--- src/rtl/trap_pkg.sv ---
// Shared trap-entry definitions: trap type codes, FSM encoding and window register indices.
package trap_pkg;

  localparam int unsigned TT_W      = 8;
  localparam int unsigned EXC_W     = 9;
  localparam int unsigned RF_ADDR_W = 5;
  localparam int unsigned TBA_W     = 20;

  localparam logic [TT_W-1:0] TT_INST_ACCESS = 8'h01;
  localparam logic [TT_W-1:0] TT_PRIV        = 8'h03;
  localparam logic [TT_W-1:0] TT_ILLEGAL     = 8'h02;
  localparam logic [TT_W-1:0] TT_FP_DIS      = 8'h04;
  localparam logic [TT_W-1:0] TT_WOVF        = 8'h05;
  localparam logic [TT_W-1:0] TT_WUNF        = 8'h06;
  localparam logic [TT_W-1:0] TT_ALIGN       = 8'h07;
  localparam logic [TT_W-1:0] TT_DACC        = 8'h09;
  localparam logic [TT_W-1:0] TT_TAG         = 8'h0A;
  localparam logic [TT_W-1:0] TT_IRQ_BASE    = 8'h10;
  localparam logic [TT_W-1:0] TT_TICC_BASE   = 8'h80;

  localparam logic [RF_ADDR_W-1:0] L1 = 5'd17;
  localparam logic [RF_ADDR_W-1:0] L2 = 5'd18;

  typedef enum logic [2:0] {
    ST_IDLE     = 3'd0,
    ST_WIN      = 3'd1,
    ST_SAVE_PC  = 3'd2,
    ST_SAVE_NPC = 3'd3,
    ST_VECTOR   = 3'd4,
    ST_ERROR    = 3'd5
  } trap_state_e;

  // Lowest set flag wins; returns 0 when no flag is set.
  function automatic logic [TT_W-1:0] exc_tt(input logic [EXC_W-1:0] v);
    logic [TT_W-1:0] t;
    t = '0;
    casez (v)
      9'b????????1: t = TT_INST_ACCESS;
      9'b???????10: t = TT_PRIV;
      9'b??????100: t = TT_ILLEGAL;
      9'b?????1000: t = TT_FP_DIS;
      9'b????10000: t = TT_WOVF;
      9'b???100000: t = TT_WUNF;
      9'b??1000000: t = TT_ALIGN;
      9'b?10000000: t = TT_DACC;
      9'b100000000: t = TT_TAG;
      default:      t = '0;
    endcase
    return t;
  endfunction

endpackage

--- src/rtl/trap_prio_enc.sv ---
// Priority encoder: sync exceptions, then Ticc, then qualified interrupts, reduced to one tt.
module trap_prio_enc
  import trap_pkg::*;
(
  input  logic [EXC_W-1:0] exc_vec,
  input  logic             ticc_valid,
  input  logic [6:0]       ticc_num,
  input  logic [3:0]       irq_level,
  input  logic [3:0]       pil,
  input  logic             et,
  output logic             req,
  output logic [TT_W-1:0]  tt,
  output logic             sync_req
);

  logic irq_ok;

  always_comb begin
    tt       = '0;
    // Level 15 is non-maskable by PIL but still gated by ET.
    irq_ok   = et && (irq_level != 4'h0) && ((irq_level == 4'hF) || (irq_level > pil));
    sync_req = (|exc_vec) || ticc_valid;
    req      = sync_req || irq_ok;
    if (|exc_vec)
      tt = exc_tt(exc_vec);
    else if (ticc_valid)
      tt = TT_TICC_BASE | {1'b0, ticc_num};
    else if (irq_ok)
      tt = TT_IRQ_BASE | {4'h0, irq_level};
  end

endmodule

--- src/rtl/trap_entry_ctrl.sv ---
// Trap entry sequencer: owns TBR and drives window, PSR, l1/l2 save and fetch redirect.
module trap_entry_ctrl
  import trap_pkg::*;
#(
  parameter int unsigned      NWINDOWS  = 8,
  parameter logic [TBA_W-1:0] TBA_RESET = 20'h00000
) (
  input  logic                 clk,
  input  logic                 rst_n,
  input  logic [EXC_W-1:0]     exc_vec,
  input  logic                 ticc_valid,
  input  logic [6:0]           ticc_num,
  input  logic [3:0]           irq_level,
  input  logic [3:0]           pil,
  input  logic                 et,
  input  logic [4:0]           cwp,
  input  logic [31:0]          pc,
  input  logic [31:0]          npc,
  input  logic                 tba_we,
  input  logic [TBA_W-1:0]     tba_wdata,
  output logic [31:0]          tbr,
  output logic                 trap_busy,
  output logic                 cwp_we,
  output logic [4:0]           cwp_new,
  output logic                 s_set,
  output logic                 et_clr,
  output logic                 rf_we,
  output logic [RF_ADDR_W-1:0] rf_waddr,
  output logic [31:0]          rf_wdata,
  output logic                 redirect_valid,
  output logic [31:0]          redirect_addr,
  output logic                 error_mode
);

  logic            enc_req;
  logic            enc_sync;
  logic [TT_W-1:0] enc_tt;

  trap_prio_enc u_prio (
    .exc_vec    (exc_vec),
    .ticc_valid (ticc_valid),
    .ticc_num   (ticc_num),
    .irq_level  (irq_level),
    .pil        (pil),
    .et         (et),
    .req        (enc_req),
    .tt         (enc_tt),
    .sync_req   (enc_sync)
  );

  trap_state_e state_q, state_d;
  logic        capture;

  logic [31:0] pc_q, pc_d, npc_q, npc_d, tbr_d;
  logic [4:0]  cwp_q, cwp_d, cwp_dec;

  logic                 trap_busy_d, cwp_we_d, s_set_d, et_clr_d, rf_we_d;
  logic                 redirect_valid_d, error_mode_d;
  logic [4:0]           cwp_new_d;
  logic [RF_ADDR_W-1:0] rf_waddr_d;
  logic [31:0]          rf_wdata_d, redirect_addr_d;

  // State, latched context and registered outputs.
  always_ff @(posedge clk or negedge rst_n) begin
    if (!rst_n) begin
      state_q        <= ST_IDLE;
      pc_q           <= '0;
      npc_q          <= '0;
      cwp_q          <= '0;
      tbr            <= {TBA_RESET, 8'h00, 4'h0};
      trap_busy      <= 1'b0;
      cwp_we         <= 1'b0;
      cwp_new        <= '0;
      s_set          <= 1'b0;
      et_clr         <= 1'b0;
      rf_we          <= 1'b0;
      rf_waddr       <= '0;
      rf_wdata       <= '0;
      redirect_valid <= 1'b0;
      redirect_addr  <= '0;
      error_mode     <= 1'b0;
    end else begin
      state_q        <= state_d;
      pc_q           <= pc_d;
      npc_q          <= npc_d;
      cwp_q          <= cwp_d;
      tbr            <= tbr_d;
      trap_busy      <= trap_busy_d;
      cwp_we         <= cwp_we_d;
      cwp_new        <= cwp_new_d;
      s_set          <= s_set_d;
      et_clr         <= et_clr_d;
      rf_we          <= rf_we_d;
      rf_waddr       <= rf_waddr_d;
      rf_wdata       <= rf_wdata_d;
      redirect_valid <= redirect_valid_d;
      redirect_addr  <= redirect_addr_d;
      error_mode     <= error_mode_d;
    end
  end

  // Next state; et=0 can only leave req high for a sync exception or Ticc.
  always_comb begin
    state_d = state_q;
    capture = 1'b0;
    unique case (state_q)
      ST_IDLE: begin
        if (enc_req && et) begin
          capture = 1'b1;
          state_d = ST_WIN;
        end else if (enc_sync && !et) begin
          state_d = ST_ERROR;
        end
      end
      ST_WIN:      state_d = ST_SAVE_PC;
      ST_SAVE_PC:  state_d = ST_SAVE_NPC;
      ST_SAVE_NPC: state_d = ST_VECTOR;
      ST_VECTOR:   state_d = ST_IDLE;
      ST_ERROR:    state_d = ST_ERROR;
      default:     state_d = ST_ERROR;
    endcase
  end

  // Outputs are computed from the upcoming state and data so the registers line up with it.
  always_comb begin
    pc_d    = capture ? pc  : pc_q;
    npc_d   = capture ? npc : npc_q;
    cwp_d   = capture ? cwp : cwp_q;
    tbr_d   = {tba_we ? tba_wdata : tbr[31:12], capture ? enc_tt : tbr[11:4], 4'h0};
    cwp_dec = (cwp_d == 5'd0) ? 5'(NWINDOWS - 1) : cwp_d - 5'd1;

    trap_busy_d      = 1'b0;
    cwp_we_d         = 1'b0;
    cwp_new_d        = '0;
    s_set_d          = 1'b0;
    et_clr_d         = 1'b0;
    rf_we_d          = 1'b0;
    rf_waddr_d       = '0;
    rf_wdata_d       = '0;
    redirect_valid_d = 1'b0;
    redirect_addr_d  = '0;
    error_mode_d     = 1'b0;

    unique case (state_d)
      ST_WIN: begin
        trap_busy_d = 1'b1;
        cwp_we_d    = 1'b1;
        cwp_new_d   = cwp_dec;
        s_set_d     = 1'b1;
        et_clr_d    = 1'b1;
      end
      ST_SAVE_PC: begin
        trap_busy_d = 1'b1;
        rf_we_d     = 1'b1;
        rf_waddr_d  = L1;
        rf_wdata_d  = pc_d;
      end
      ST_SAVE_NPC: begin
        trap_busy_d = 1'b1;
        rf_we_d     = 1'b1;
        rf_waddr_d  = L2;
        rf_wdata_d  = npc_d;
      end
      ST_VECTOR: begin
        trap_busy_d      = 1'b1;
        redirect_valid_d = 1'b1;
        redirect_addr_d  = tbr_d;
      end
      ST_ERROR: error_mode_d = 1'b1;
      default: ;
    endcase
  end

endmodule
--- config.mk ---
export PLATFORM = sky130hd
export DESIGN_NAME = trap_entry_ctrl
export DESIGN_NICKNAME = d
export VERILOG_FILES = /design/src/rtl/trap_pkg.sv /design/src/rtl/trap_prio_enc.sv /design/src/rtl/trap_entry_ctrl.sv
export SDC_FILE = /design/constraint.sdc
export NUM_CORES = 1
export LEC_CHECK = 0
export ABC_AREA = 1
export BUFFER_PORTS_ARGS = -buffer_cell sky130_fd_sc_hd__buf_2
export CAP_MARGIN = 20
export CORE_ASPECT_RATIO = 1.75
export CORE_MARGIN = 1.5
export CORE_UTILIZATION = 50
export CTS_BUF_LIST = sky130_fd_sc_hd__clkbuf_16
export DETAILED_ROUTE_END_ITERATION = 6
export PLACE_DENSITY = 0.76
export SYNTH_ARGS = -nofsm -noshare
export SYNTH_HDL_FRONTEND = slang
export SYNTH_HIERARCHICAL = 1
export SYNTH_SLANG_ARGS = --single-unit
--- constraint.sdc ---
create_clock -name clk -period 1.7 [get_ports clk]
set_input_delay 0.17 -clock clk [delete_from_list [all_inputs] [get_ports clk]]
set_output_delay 0.17 -clock clk [all_outputs]
set_load 0.03 [all_outputs]
# After elaboration in Yosys (flattened, before gate mapping)
# Cells that the tools add are included.
# W data, S select, Z words.
dict set report word_totals {
  regBits 179
  out_inout_bits 113
  word_cells 72
}
dict set report classes {
  add_sub_neg 1
  magnitude_cmp 1
  eq_ne 18
  muxes 24
  reduce_logical 14
}
# cell n
set op_table {}
lappend op_table {{$mux W32} 3}
lappend op_table {{$pmux W32 S2} 1}
lappend op_table {{$pmux W4 S9} 1}
lappend op_table {{$mux W8} 3}
lappend op_table {{$mux W20} 1}
lappend op_table {{$mux W5} 4}
lappend op_table {{$pmux W3 S5} 1}
lappend op_table {{$eq A3 B2 Y1 const B} 4}
lappend op_table {{$eq A3 B3 Y1 const B} 4}
lappend op_table {{$pmux W5 S2} 1}
lappend op_table {{$eq A9 B9 Y1 const B} 1}
lappend op_table {{$reduce_or A9 Y1} 1}
lappend op_table {{$eq A4 B4 Y1 const B} 2}
lappend op_table {{$eq A8 B8 Y1 const B} 1}
lappend op_table {{$eq A7 B7 Y1 const B} 1}
lappend op_table {{$mux W1} 7}
lappend op_table {{$eq A3 B1 Y1 const B} 2}
lappend op_table {{$eq A6 B6 Y1 const B} 1}
lappend op_table {{$mux W3} 2}
lappend op_table {{$eq A5 B5 Y1 const B} 1}
lappend op_table {{$logic_not A5 Y1} 1}
lappend op_table {{$sub A5 B1 Y5 const B} 1}
lappend op_table {{$gt A4 B4 Y1} 1}
lappend op_table {{$logic_and A1 B1 Y1} 4}
lappend op_table {{other kinds (7)} 9}

# Depth between registers and ports, before layout
dict set report logic_depth {
  ltp_word 11
  depth_mapped 22
  ltp_nobuf 21
}

# Modules after synthesis
# The synthesis kept the hierarchy.
# module n_inst cells_each area_per_inst_um2
set by_module_without_submodules {}
lappend by_module_without_submodules {trap_entry_ctrl 1 660 6628.9}
lappend by_module_without_submodules {trap_prio_enc 1 89 484.2}

# Worst setup path before layout
# No wires, ideal clock.
dict set report synth_timing {
  path_type {input port to flip-flop}
  start {input port pil[3]}
  end {register cwp_new[3]}
  setup_time_ns 0.114
  arrival_time_ns 1.805
  required_ns 1.586
  path_slack_ns -0.219
  path_stages 21
  path_cell_list {inv_1 -> ha_1 -> nand2_1 -> inv_2 -> nand2_1 -> nand2_1 -> nand2_1 -> nand2_2 -> nand2_1 -> nand2_1 -> nand2_2 -> clkinv_1 -> nand3_4 -> buf_2 -> nand2_1 -> nand2_1 -> nand3_1 -> nand2_1 -> nand2_1 -> inv_1 -> nor2_2}
}
dict set report synth_between {
  elab_chain_len 11
  elab_cells_between_ends 15
  cone_classes {add/sub (1); order compare (1); eq/ne (1); mux (7); reduce/logical (5)}
}
# element line
set synth_lines {}
lappend synth_lines {{start: declaration} trap_entry_ctrl.sv:14} ;# input logic [3:0] pil,
lappend synth_lines {{$gt A4 B4 Y1 (*)} trap_prio_enc.sv:21} ;# irq_ok = et && (irq_level != 4'h0) && ((irq_level == 4'hF) || (irq_level > pil));
lappend synth_lines {{$logic_or A1 B1 Y1 (*)} trap_prio_enc.sv:21}
lappend synth_lines {{$logic_and A1 B1 Y1 (*)} trap_prio_enc.sv:21}
lappend synth_lines {{$logic_or A1 B1 Y1 (*)} trap_prio_enc.sv:23} ;# req = sync_req || irq_ok;
lappend synth_lines {{net enc_req} trap_entry_ctrl.sv:35} ;# logic enc_req;
lappend synth_lines {{$logic_and A1 B1 Y1 (*)} trap_entry_ctrl.sv:108} ;# if (enc_req && et) begin
lappend synth_lines {{$mux W1} trap_entry_ctrl.sv:108}
lappend synth_lines {{$mux W1} trap_entry_ctrl.sv:106} ;# unique case (state_q)
lappend synth_lines {{$mux W5} trap_entry_ctrl.sv:128} ;# cwp_d = capture ? cwp : cwp_q;
lappend synth_lines {{$sub A5 B1 Y5 or $logic_not A5 Y1 (tied branches)} trap_entry_ctrl.sv:130} ;# cwp_dec = (cwp_d == 5'd0) ? 5'(NWINDOWS - 1) : cwp_d - 5'd1;
lappend synth_lines {{$mux W5} trap_entry_ctrl.sv:130}
lappend synth_lines {{$mux W5 (*)} trap_entry_ctrl.sv:144} ;# unique case (state_d)
lappend synth_lines {{net cwp_new_d[3]} trap_entry_ctrl.sv:59} ;# logic [4:0] cwp_new_d;
lappend synth_lines {{end signal: assignment} trap_entry_ctrl.sv:90} ;# cwp_new <= cwp_new_d;
lappend synth_lines {{end: declaration} trap_entry_ctrl.sv:24} ;# output logic [4:0] cwp_new,
# The timed path passes the listed nets; every way through them passes the cells marked *.

# Final worst setup path
dict set report layout_timing {
  start {register state_q[0]}
  end {register redirect_addr[8]}
}
dict set report layout_between {
  elab_chain_len 5
  elab_cells_between_ends 12
  cone_classes {eq/ne (5); mux (6); reduce/logical (1)}
}
# element line
set layout_lines {}
lappend layout_lines {{start: declaration} trap_entry_ctrl.sv:51} ;# trap_state_e state_q, state_d;
lappend layout_lines {{start signal: assignment} trap_entry_ctrl.sv:83} ;# state_q <= state_d;
lappend layout_lines {{$mux W3} trap_entry_ctrl.sv:111} ;# end else if (enc_sync && !et) begin
lappend layout_lines {{$mux W3} trap_entry_ctrl.sv:108}
lappend layout_lines {{$pmux W3 S5} trap_entry_ctrl.sv:106}
lappend layout_lines {{$eq A3 B3 Y1} trap_entry_ctrl.sv:144}
lappend layout_lines {{$mux W32 (*)} trap_entry_ctrl.sv:144}
lappend layout_lines {{net redirect_addr_d[8]} trap_entry_ctrl.sv:61} ;# logic [31:0] rf_wdata_d, redirect_addr_d;
lappend layout_lines {{end signal: assignment} trap_entry_ctrl.sv:97} ;# redirect_addr <= redirect_addr_d;
lappend layout_lines {{end: declaration} trap_entry_ctrl.sv:31} ;# output logic [31:0] redirect_addr,
# Marks and branches as above.

==> metrics.txt <==
# TYPE chip_impl_metric gauge
chip_impl_metric{name="power",unit="uW"} 15400
chip_impl_metric{name="synth-warning-count",unit=""} 6
chip_impl_metric{name="total_negative_slack",unit="ns"} 0
chip_impl_metric{name="utilization",unit=""} 0.710
chip_impl_metric{name="mappedNetlistArea",unit="sq um"} 7110
chip_impl_metric{name="totalWireLength",unit="microns"} 17700
chip_impl_metric{name="wire_per_inst",unit="microns"} 14.1
chip_impl_metric{name="antenna_left",unit=""} 0
chip_impl_info{name="critical_path.endpoint_type",value="flop"} 1
chip_impl_metric{name="post-route-period-util",unit=""} 0.943
chip_impl_metric{name="clk_transition_reported_paths",unit="ns"} 0.07
chip_impl_metric{name="drt_first_iter_violations",unit=""} 252
chip_impl_metric{name="fin_nets",unit=""} 1185
chip_impl_metric{name="floorplan.io_pins",unit=""} 231
chip_impl_metric{name="final-instance-count-excl-fill",unit=""} 1253
chip_impl_metric{name="avgSynthCellArea",unit="sq um"} 9.50
chip_impl_metric{name="yosysTopAreaCellShare",unit=""} 0.605
chip_impl_metric{name="floorplan.initialDensity",unit=""} 0.511
chip_impl_info{name="path_class",value="reg -> reg"} 1
chip_impl_metric{name="floorplan.core_area",unit="sq um"} 13900
chip_impl_metric{name="grt_antenna_before_repair",unit=""} 0
chip_impl_metric{name="critical_path.max_fanout",unit=""} 23
chip_impl_metric{name="die-width",unit="microns"} 93.2
chip_impl_metric{name="total_number_of_h_tree_levels",unit=""} 4
chip_impl_metric{name="floorplan.rows",unit=""} 57
chip_impl_info{name="outcome",value="completed"} 1
chip_impl_metric{name="worst_slew_pin_slew",unit="ns"} 0.561
chip_impl_metric{name="timing.final.max_slew_violations",unit=""} 0
chip_impl_metric{name="synthCells",unit=""} 749
chip_impl_info{name="timing.hold.worst.class",value="in -> reg"} 1
chip_impl_metric{name="area.growth.synth_to_final",unit="%"} 38.9
chip_impl_metric{name="count_of_antenna_diodes_in_the_layout",unit=""} 0
chip_impl_metric{name="cellPowerDensity",unit="nW/um^2"} 1560
chip_impl_info{name="yosys_top_cell_by_area",value="dfrtp_1"} 1
chip_impl_metric{name="hold_viol_final",unit=""} 0
chip_impl_metric{name="cts.sink_count",unit=""} 172
chip_impl_metric{name="gp_congestion",unit=""} 0.842
chip_impl_info{name="critical_path_source_type",value="flop"} 1
chip_impl_metric{name="timing.final.setup_violations",unit=""} 0
chip_impl_metric{name="drtPass1Iterations",unit=""} 4
chip_impl_metric{name="io_buffer_count",unit=""} 220
chip_impl_metric{name="number_of_clock_buffers_inserted_by_tritoncts",unit=""} 17
chip_impl_info{name="ys_top_cells_by_area",value="dfrtp_1 61%, nand2_1 13%, inv_1 4.8%"} 1
chip_impl_metric{name="largest_net_degree_at_the_start_of_global_routing",unit=""} 48
chip_impl_metric{name="die-area",unit="sq um"} 15000
chip_impl_metric{name="power.static_leakage",unit="uW"} 0.00563
chip_impl_metric{name="relSlewSlack",unit=""} 0.626
chip_impl_metric{name="route.vias.total",unit=""} 6071
chip_impl_info{name="cts-root-buf",value="clkbuf_16"} 1
chip_impl_metric{name="max_clock_freq",unit="MHz"} 624
chip_impl_metric{name="place_worst_setup_slack",unit="ns"} -0.460
chip_impl_info{name="cts_tree",value="built"} 1
chip_impl_metric{name="globalRouteTotalUtil",unit=""} 0.247
chip_impl_metric{name="grt_pass1_vias",unit=""} 6180
chip_impl_metric{name="seq_area_frac_synth",unit=""} 0.605
chip_impl_metric{name="first_pass_grt_wire_length",unit="microns"} 28600
chip_impl_metric{name="synth.ff_latch_count",unit=""} 172
chip_impl_metric{name="worst_case_clock_buffer_depth",unit=""} 2
chip_impl_metric{name="drv.max_cap_violation_count",unit=""} 0
chip_impl_metric{name="dieHeight",unit="microns"} 161
chip_impl_metric{name="worstPathRequired",unit="ns"} 2.02
chip_impl_metric{name="worst_slack",unit="ns"} 0.0966
chip_impl_metric{name="filler_cell_count",unit=""} 1064
chip_impl_metric{name="clock_skew",unit="ns"} 0.0113
chip_impl_metric{name="post_drt_via_cell_ratio",unit=""} 4.85
chip_impl_metric{name="worstSkewPairLatency",unit="ns"} 0.42
chip_impl_info{name="grt_setup_unrepaired",value="yes"} 1
chip_impl_metric{name="finalWorstPathRequiredPeriod",unit="ns"} 1.60
chip_impl_metric{name="worst-endpoint-arrival",unit="ns"} 1.92
chip_impl_metric{name="place_inst",unit=""} 1169
chip_impl_metric{name="drc_errors",unit=""} 0
chip_impl_metric{name="layout-drive-gt1-share",unit=""} 0.340
chip_impl_metric{name="dpl.hpwl",unit="microns"} 12100
chip_impl_metric{name="number_of_distinct_library_cells_after_synthesis",unit=""} 33
chip_impl_metric{name="worst_ir_drop_vdd",unit="mV"} 0.816
chip_impl_metric{name="grt.overflow.total",unit=""} 0
## placed cells by master (no fill, tap or decap), types with 5 or more instances in the layout
master	Yosys	layout
a21oi_1	13	13
buf_4	19	50
nor2_4	2	5
dfrtp_1	172	172
buf_2	1	218
inv_1	91	82
buf_12	0	6
nand2_4	4	5
nand4_1	10	10
o21ai_0	23	23
nand2_2	7	8
conb_1	1	10
or2_2	8	8
clkbuf_16	0	17
inv_2	5	11
nand3_1	11	11
nor2_2	8	5
a22o_1	32	32
nand2_1	255	253
dlygate4sd3_1	0	50
nor2_1	37	37
a211oi_1	8	8
## metrics by stage
stage,hold WS [ns],area [sq um]
floorplan,-0.126,7220
global placement,0.128,8740
detailed placement,0.131,8740
CTS,0.000201,9830
global route,0.00783,9880
finish,0.00616,9880
## worst paths after layout
kind | from | to | slack [ns] | cells after the start
setup / recovery | state_q[0]$_DFF_PN0_ | redirect_addr[8]$_DFF_PN0_ | 0.1 | 8
hold / removal | npc[6] | npc_q[6]$_DFF_PN0_ | 0.006 | 3
setup reg to reg | state_q[0]$_DFF_PN0_ | redirect_addr[8]$_DFF_PN0_ | 0.1 | 8
hold reg to reg | pc_q[17]$_DFF_PN0_ | pc_q[17]$_DFF_PN0_ | 0.47 | 2
max in group asynchronous | rst_n | cwp_new[0]$_DFF_PN0_ | 0.78 | 3
min in group asynchronous | rst_n | tbr[23]$_DFF_PN0_ | 0.24 | 2
## logic make-up after synthesis
family	count (synthesis)	share of synthesized area
AND/OR/NAND/NOR	349	0.212
buffers and inverters	143	0.0974
flip-flops	172	0.605
adder cells (fa/ha/maj)	4	0.00704
other	1	0.000527
AO/OA/AOI/OAI	80	0.0774
## what timing repair did
item | 4_1_cts | 5_1_grt
setup buffers | 0 | 1
setup endpoints to repair | 7 | 55
cloned | 0 | 1
hold buffers | 50 | 0
hold endpoints to repair | 91 | 0
gates resized for setup | 2 | 15
## synth_stat cells
master,number
a211oi_1,8
a21oi_1,13
a22o_1,32
and2_1,1
buf_1,3
buf_2,1
buf_4,19
buf_6,11
clkbuf_1,9
clkbuf_2,1
clkinv_1,3
conb_1,1
dfrtp_1,172
ha_1,4
inv_1,91
inv_2,5
nand2_1,255
nand2_2,7
nand2_4,4
nand3_1,11
nand3_2,1
nand3_4,2
nand4_1,10
nor2_1,37
nor2_2,8
nor2_4,2
nor2_8,1
nor3_1,1
nor3_2,1
o21a_1,3
o21ai_0,23
o21bai_1,1
or2_2,8
## flip-flops by register name, summed over array words and instances, names as in the netlist
signal	count
tbr	28
npc_q	32
cwp_new	5
state_q	3
rf_wdata	32
redirect_addr	28
error_mode	1
et_clr	1
pc_q	32
rf_waddr	3
cwp_q	5
redirect_valid	1
trap_busy	1
## per-layer routing
| metal | share of wire | up-vias | global-route usage |
|---|---|---|---|
| met4 | 0.037 | 0 | 0.131 |
| li1 | - | 2918 | - |
| met2 | 0.55 | 244 | 0.451 |
| met5 | 0 | - | 0 |
| met3 | 0.057 | 46 | 0.0473 |
| met1 | 0.36 | 2863 | 0.263 |
## critical path, cell delays in order, from the launching register on
cell	delay (ns)
dfrtp_1	0.43
nor2_4	0.19
nand2_1	0.11
nor2_4	0.09
buf_4	0.16
buf_12	0.16
or2_2	0.13
inv_2	0.03
a211oi_1	0.19
## power by group
part / switching, uW / internal, uW
registers: 458 / 5430
clock network: 1770 / 1960
logic: 3740 / 2020
## cell type report
type / instances / area, sq um / share of cell area
Clock buffer: 17 / 425 / 0.0431
Clock inverter: 15 / 156 / 0.0158
Inverter: 99 / 394 / 0.0399
Multi-Input combinational cell: 444 / 2230 / 0.226
Sequential cell: 172 / 4300 / 0.436
Tap cell: 177 / 221 / 0.0224
Timing Repair Buffer: 329 / 2150 / 0.217
Power figures use the tool's default switching activity.
